File: src/rtl/uart_frame_core.sv
// uart_frame_core: framing between the byte-level uart and the miner datapath.
// RX side assembles a HEADER_BYTES header (first byte ends up in the MSBs)
// and publishes it atomically. A partial header is dropped after RX_TIMEOUT
// idle clocks. TX side serialises NONCE_BYTES result words into the uart and
// keeps one further request pending.
//
// TX state | meaning
// ---------+-----------------------------------------------------------
// IDLE     | nothing in flight; a request loads the shift register
// ISSUE    | waiting for the uart to be free, then writes one byte
// ARM      | one cycle for the uart to raise tx_busy after the write
// DRAIN    | waiting for the byte to leave; then next byte, pending or IDLE
module uart_frame_core #(
  parameter int unsigned HEADER_BYTES = 80,
  parameter int unsigned NONCE_BYTES  = 4,
  parameter bit          TX_MSB_FIRST = 1'b1,
  parameter int unsigned RX_TIMEOUT   = 50000000,
  parameter int unsigned CNT_W        = 32
) (
  input  logic                       clock,
  input  logic                       reset,
  input  logic [7:0]                 rx_byte,
  input  logic                       rx_valid,
  output logic                       rx_ack,
  output logic [8*HEADER_BYTES-1:0]  header_data,
  output logic                       header_valid,
  output logic                       rx_timeout,
  output logic [CNT_W-1:0]           byte_count,
  input  logic [8*NONCE_BYTES-1:0]   nonce_input,
  input  logic                       transmit_data,
  output logic [7:0]                 tx_byte,
  output logic                       tx_wr,
  input  logic                       tx_busy,
  output logic                       tx_active,
  output logic                       tx_overflow
);

  localparam int unsigned HDR_W   = 8 * HEADER_BYTES;
  localparam int unsigned NONCE_W = 8 * NONCE_BYTES;
  localparam int unsigned IDX_W   = (HEADER_BYTES > 1) ? $clog2(HEADER_BYTES) : 1;
  localparam int unsigned TO_W    = (RX_TIMEOUT > 1) ? $clog2(RX_TIMEOUT) : 1;
  localparam int unsigned REM_W   = $clog2(NONCE_BYTES + 1);

  localparam bit               TO_EN    = (RX_TIMEOUT != 0);
  localparam logic [IDX_W-1:0] IDX_LAST = IDX_W'(HEADER_BYTES - 1);
  localparam logic [TO_W-1:0]  TO_LAST  = TO_W'(RX_TIMEOUT - 1);
  localparam logic [REM_W-1:0] REM_INIT = REM_W'(NONCE_BYTES);

  typedef enum logic [1:0] {
    ST_IDLE  = 2'd0,
    ST_ISSUE = 2'd1,
    ST_ARM   = 2'd2,
    ST_DRAIN = 2'd3
  } tx_state_t;

  // ------------------------------------------------------------------
  // Receive path
  // ------------------------------------------------------------------
  logic [HDR_W-1:0] asm_q;
  logic [HDR_W-1:0] asm_next;
  logic [IDX_W-1:0] idx_q;
  logic [TO_W-1:0]  tmo_q;
  logic             rx_accept;
  logic             tmo_expire;

  // rx_ack high blocks acceptance for one cycle so a level-held rdy that the
  // uart is still clearing is not taken twice.
  assign rx_accept  = rx_valid && !rx_ack;
  assign asm_next   = (asm_q << 8) | HDR_W'(rx_byte);
  assign tmo_expire = TO_EN && !rx_accept && (idx_q != '0) && (tmo_q == TO_LAST);

  // Byte acceptance, header assembly/publish and the inter-byte idle timeout.
  always_ff @(posedge clock) begin
    if (reset) begin
      rx_ack       <= 1'b0;
      asm_q        <= '0;
      header_data  <= '0;
      header_valid <= 1'b0;
      rx_timeout   <= 1'b0;
      byte_count   <= '0;
      idx_q        <= '0;
      tmo_q        <= '0;
    end else begin
      rx_ack       <= rx_accept;
      header_valid <= 1'b0;
      rx_timeout   <= 1'b0;
      if (rx_accept) begin
        asm_q      <= asm_next;
        byte_count <= byte_count + CNT_W'(1);
        tmo_q      <= '0;
        if (idx_q == IDX_LAST) begin
          header_data  <= asm_next;
          header_valid <= 1'b1;
          idx_q        <= '0;
        end else begin
          idx_q <= idx_q + IDX_W'(1);
        end
      end else if (tmo_expire) begin
        // stale bytes left in asm_q are shifted out by the next full header
        idx_q      <= '0;
        tmo_q      <= '0;
        rx_timeout <= 1'b1;
      end else if ((idx_q == '0) || !TO_EN) begin
        tmo_q <= '0;
      end else begin
        tmo_q <= tmo_q + TO_W'(1);
      end
    end
  end

  // ------------------------------------------------------------------
  // Transmit path
  // ------------------------------------------------------------------
  tx_state_t          state_q;
  tx_state_t          state_d;
  logic [NONCE_W-1:0] tx_sh_q;
  logic [NONCE_W-1:0] sh_next;
  logic [REM_W-1:0]   rem_q;
  logic [NONCE_W-1:0] pend_data_q;
  logic               pend_valid_q;
  logic [7:0]         cur_byte;
  logic               load_new;
  logic               load_pend;
  logic               issue;

  assign cur_byte  = TX_MSB_FIRST ? tx_sh_q[NONCE_W-1 -: 8] : tx_sh_q[7:0];
  assign sh_next   = TX_MSB_FIRST ? (tx_sh_q << 8) : (tx_sh_q >> 8);
  assign tx_active = (state_q != ST_IDLE) || pend_valid_q;

  // TX state register.
  always_ff @(posedge clock) begin
    if (reset) begin
      state_q <= ST_IDLE;
    end else begin
      state_q <= state_d;
    end
  end

  // TX next-state and datapath strobes.
  always_comb begin
    state_d   = state_q;
    load_new  = 1'b0;
    load_pend = 1'b0;
    issue     = 1'b0;
    case (state_q)
      ST_IDLE: begin
        if (transmit_data) begin
          load_new = 1'b1;
          state_d  = ST_ISSUE;
        end
      end
      ST_ISSUE: begin
        if (!tx_busy) begin
          issue   = 1'b1;
          state_d = ST_ARM;
        end
      end
      ST_ARM: begin
        state_d = ST_DRAIN;
      end
      ST_DRAIN: begin
        if (!tx_busy) begin
          if (rem_q != '0) begin
            state_d = ST_ISSUE;
          end else if (pend_valid_q) begin
            load_pend = 1'b1;
            state_d   = ST_ISSUE;
          end else begin
            state_d = ST_IDLE;
          end
        end
      end
      default: state_d = ST_IDLE;
    endcase
  end

  // Shift register, byte counter, uart write strobe and the pending slot.
  always_ff @(posedge clock) begin
    if (reset) begin
      tx_sh_q      <= '0;
      rem_q        <= '0;
      pend_data_q  <= '0;
      pend_valid_q <= 1'b0;
      tx_wr        <= 1'b0;
      tx_byte      <= '0;
      tx_overflow  <= 1'b0;
    end else begin
      tx_wr       <= issue;
      tx_overflow <= 1'b0;
      if (issue) begin
        tx_byte <= cur_byte;
        tx_sh_q <= sh_next;
        rem_q   <= rem_q - REM_W'(1);
      end
      if (load_new) begin
        tx_sh_q <= nonce_input;
        rem_q   <= REM_INIT;
      end
      if (load_pend) begin
        tx_sh_q      <= pend_data_q;
        rem_q        <= REM_INIT;
        pend_valid_q <= 1'b0;
      end
      // a full slot at request time drops the request, even if it is being
      // emptied on the same cycle
      if (transmit_data && (state_q != ST_IDLE)) begin
        if (!pend_valid_q) begin
          pend_data_q  <= nonce_input;
          pend_valid_q <= 1'b1;
        end else begin
          tx_overflow <= 1'b1;
        end
      end
    end
  end

endmodule

File: config.mk
export PLATFORM = sky130hd
export DESIGN_NAME = uart_frame_core
export DESIGN_NICKNAME = d
export VERILOG_FILES = /design/src/rtl/uart_frame_core.sv
export SDC_FILE = /design/constraint.sdc
export NUM_CORES = 2
export LEC_CHECK = 0
export CORE_ASPECT_RATIO = 0.9
export CORE_MARGIN = 2
export CORE_UTILIZATION = 45
export CTS_CLUSTER_SIZE = 25
export DETAILED_ROUTE_END_ITERATION = 10
export GPL_TIMING_DRIVEN = 0
export HOLD_SLACK_MARGIN = 0.15
export MAX_ROUTING_LAYER = met4
export PLACE_DENSITY_LB_ADDON = 0.2
export SLEW_MARGIN = 5
export SYNTH_ARGS = -nofsm -noshare
export SYNTH_HDL_FRONTEND = slang
export SYNTH_SLANG_ARGS = --single-unit
export TNS_END_PERCENT = 50
File: constraint.sdc
create_clock -name clock -period 2.2 [get_ports clock]
set_input_delay 0.44 -clock clock [delete_from_list [all_inputs] [get_ports clock]]
set_output_delay 0.44 -clock clock [all_outputs]
set_load 0.01 [all_outputs]
==> results.md <==
- Vias in the first global route: 42680
- Largest family of logic cells by synthesized area: simple AND/OR/NAND/NOR gates
- Initial core utilization: 45.46%
- Post-layout min period: 2179 ps
- Peak fanout along the critical path: 2
- Setup Viol. Count Final: 0
- Core Rows: 115
- Crit path buf inv count: 1
- Gr usage total: 27.40%
- Synth Area in XOR/XNOR: 0.7917%
- Max cap viols: 0
- First-pass GRT wire length: 239900 um
- Final instance area: 64340 um2
- Asr flop ratio synth: 0%
- Grt ovf: 0
- Placed inst area: 58900 um2
- Max clock buf depth: 3
- GPL Wtd Cong: 0.9060
- Routed len/inst: 17.80 um
- Sequential area share after synthesis: 57.11%
- P_leak: 21.44 nW
- Ant. Diodes: 0
- RSZ-0062 raised after global routing: yes
- Post-Syn Area per Cell: 7.848 um2
- Worst Tran Pin Value: 993.8 ps
- First-pass iteration count of the detailed router: 6
- Crit Path Class: reg2out
- Die width: 354.6 um
- P&R area growth vs syn: 29.25%
- Mapped Area: 49780 um2
- Fin crit share: 99.05%
- Initial antenna violation count: 2
- Ys Warns: 0
- Layout Nets: 7282
- CTS clock-pin slew for the worst setup and hold paths: 60 ps
- WP data required: 1760 ps
- H-tree depth: 4
- Data arrival time of the critical path: 1740 ps
- Worst-Skew Late Latency: 740 ps
- Count of cell types in the netlist: 50
- Vias: 45330
- Final wirelength: 156600 um
- Pwr Total: 0.05498 W
- Slew Viols, Final: 0
- Port bufs: 728
- CP max stage delay: 570 ps
- Startpoint types: flop
- Final hold viol count: 0
- # placed instances: 8533
- DRT antenna net count: 0
- HPWL after DPL: 115100 um
- CTS tree: built
- Post-synthesis mux area share: 0.02011%
- DR DRC count: 0
- Synthesized flop and latch total: 1420
- Post-Layout Cell Count: 8800
- Crit path max-delay cell type: clkdlybuf4s50_1
- Worst Setup End Kind: primary output
- PD cells: 854.5 nW/um2
- Num CTS Buffers: 146
- Post-Synth Simple-Gate Area: 23.16%
- Synthesized-area fraction occupied by adder cells: 0.2513%
- Clock Sink Count: 1420
- Starting DRT DRC Count: 3577
- Synth Area in Compound Gates: 14.58%
- Post-synth EDFFs: 0
- Die Ht: 319.5 um
- Worst relative slew slack: 33.75%
- Num ports: 731
- Main synth FF type: dfxtp_1
- Layout cells sized above 1: 7.046%
- CTS root buffer: clkbuf_16
- Final setup TNS: 0 ps
- Hold Path Class: in2reg
- Die area: 113300 um2
- Placeable core area: 109500 um2
- Top cell family by delay on the critical path: buffers and inverters
- DR vias/cell: 5.151
- Mapped Nets: 6398
- Run status: finished, final reports clean
- CP Cell Sequence: clkdlybuf4s50_1
- Max Fclk: 458.9 MHz
- Largest net degree at the start of global routing: 17
- Peak supply drop: 701.5 uV
- Worst clock skew: 24.53 ps
- Cells after synthesis: 6343
through the flow:
step / hold WS (ps) / worst slack, ps / util, %
floorplan: 425.9 / 303.2 / -
global placement: 440.0 / -1459 / 53.79
detailed placement: 445.4 / -1427 / 53.79
CTS: 190.8 / -142.1 / 58.51
global route: 253.2 / -110.1 / 58.76
finish: 273.8 / 20.96 / 58.76
tightest hold or removal path, delay by kind of cell:
family	cells	cell delay, ps
buf+inv	1	420
compound gates	1	50
simple gates	1	60
routing by layer:
metal / track usage (%) / up-vias / wire length, um
li1: - / 22380 / -
met1: 34.90 / 21370 / 68650
met5: - / - / 0
met2: 42.10 / 1290 / 70750
met4: 10.48 / 0 / 5786
met3: 6.522 / 295 / 11460
cell families after synthesis:
kind of cell / Yosys count
buffers and inverters: 493
xor gates and xnor gates: 45
AOI/OAI and AO/OA: 1423
muxes: 1
DFF: 1420
adders and majority gates: 10
and+or+nand+nor: 2951
cell usage after synthesis (all sizes together) (12+ instances only):
library cell	n	area, um2
nand4	14	93.84
o21ai	19	95.09
nand2	2707	10160
xor2	19	166.4
nor4	12	151.4
buf	148	745.7
nor2	75	281.5
nand3	76	385.4
clkbuf	328	1231
nor3	18	95.09
dfxtp	1420	28430
o211ai	24	180.2
inv	17	63.81
a21oi	1349	6751
xnor2	26	227.7
sequential cells by signal, indices dropped and copies added (netlist names):
signal / flops
asm_q: 632
byte_count: 32
header_data: 640
header_valid: 1
idx_q: 7
pend_data_q: 32
pend_valid_q: 1
rem_q: 3
rx_ack: 1
rx_timeout: 1
state_q: 2
tmo_q: 26
tx_byte: 8
tx_overflow: 1
tx_sh_q: 32
tx_wr: 1
final cells by class:
class / instances / area [um2]
plain buffers: 475 / 2431
clock buffers: 216 / 4383
clock inverters: 43 / 559.3
fillers: 10060 / 45160
inverters: 17 / 66.31
multi-input cells: 4430 / 19370
flip-flops and latches: 1420 / 28450
well taps: 1462 / 1829
repair buffers: 737 / 7254
placed cells by master (no fill, tap or decap), types with 8 or more instances in the layout:
cell             instances
nor3_1                  17
clkinv_2                24
clkbuf_4                38
clkbuf_1               268
buf_2                  100
inv_1                   15
a211oi_1                11
clkbuf_2                44
xnor2_1                 26
nand4_1                 13
xor2_1                  19
clkbuf_8                40
or3_1                    9
nor2_1                  73
ha_1                     8
clkbuf_16              151
buf_4                   39
nand3_1                 74
dfxtp_1               1403
bufinv_16               12
o21ai_0                 19
nand2_1               2706
a21oi_1               1349
clkdlybuf4s50_1        646
o211ai_1                24
and3_1                   9
o21bai_1                 8
dfxtp_2                 16
dlygate4sd2_1           81
report_power, final:
group          internal (W)  switching, W  leakage, nW  total (W)
sequential           0.0260      0.000214         11.4     0.0263
combinational      0.000994       0.00226         7.55    0.00325
clock                0.0152        0.0103         2.44     0.0255
total                0.0422        0.0128         21.4     0.0550
path summary, 6_finish.rpt:
check | to | depth (start not counted) | slack (ps) | startpoint
min reg2reg | header_data[172] | 2 | 450 | header_data[172]
max reg2reg | tx_sh_q[17] | 9 | 30 | state_q[1]
max | header_data[564] | 1 | 20 | header_data[564]
min | pend_data_q[17] | 3 | 270 | nonce_input[17]
repair_timing:
item                                     CTS  global route
endpoints found under the hold margin      0             0
endpoints found under the setup margin  1451          1093
buffers inserted                           4             5
gates resized for setup                  234           160
pin swaps                                  2             3
hold buffers                               0             0
(Power assumes the default switching activity.)
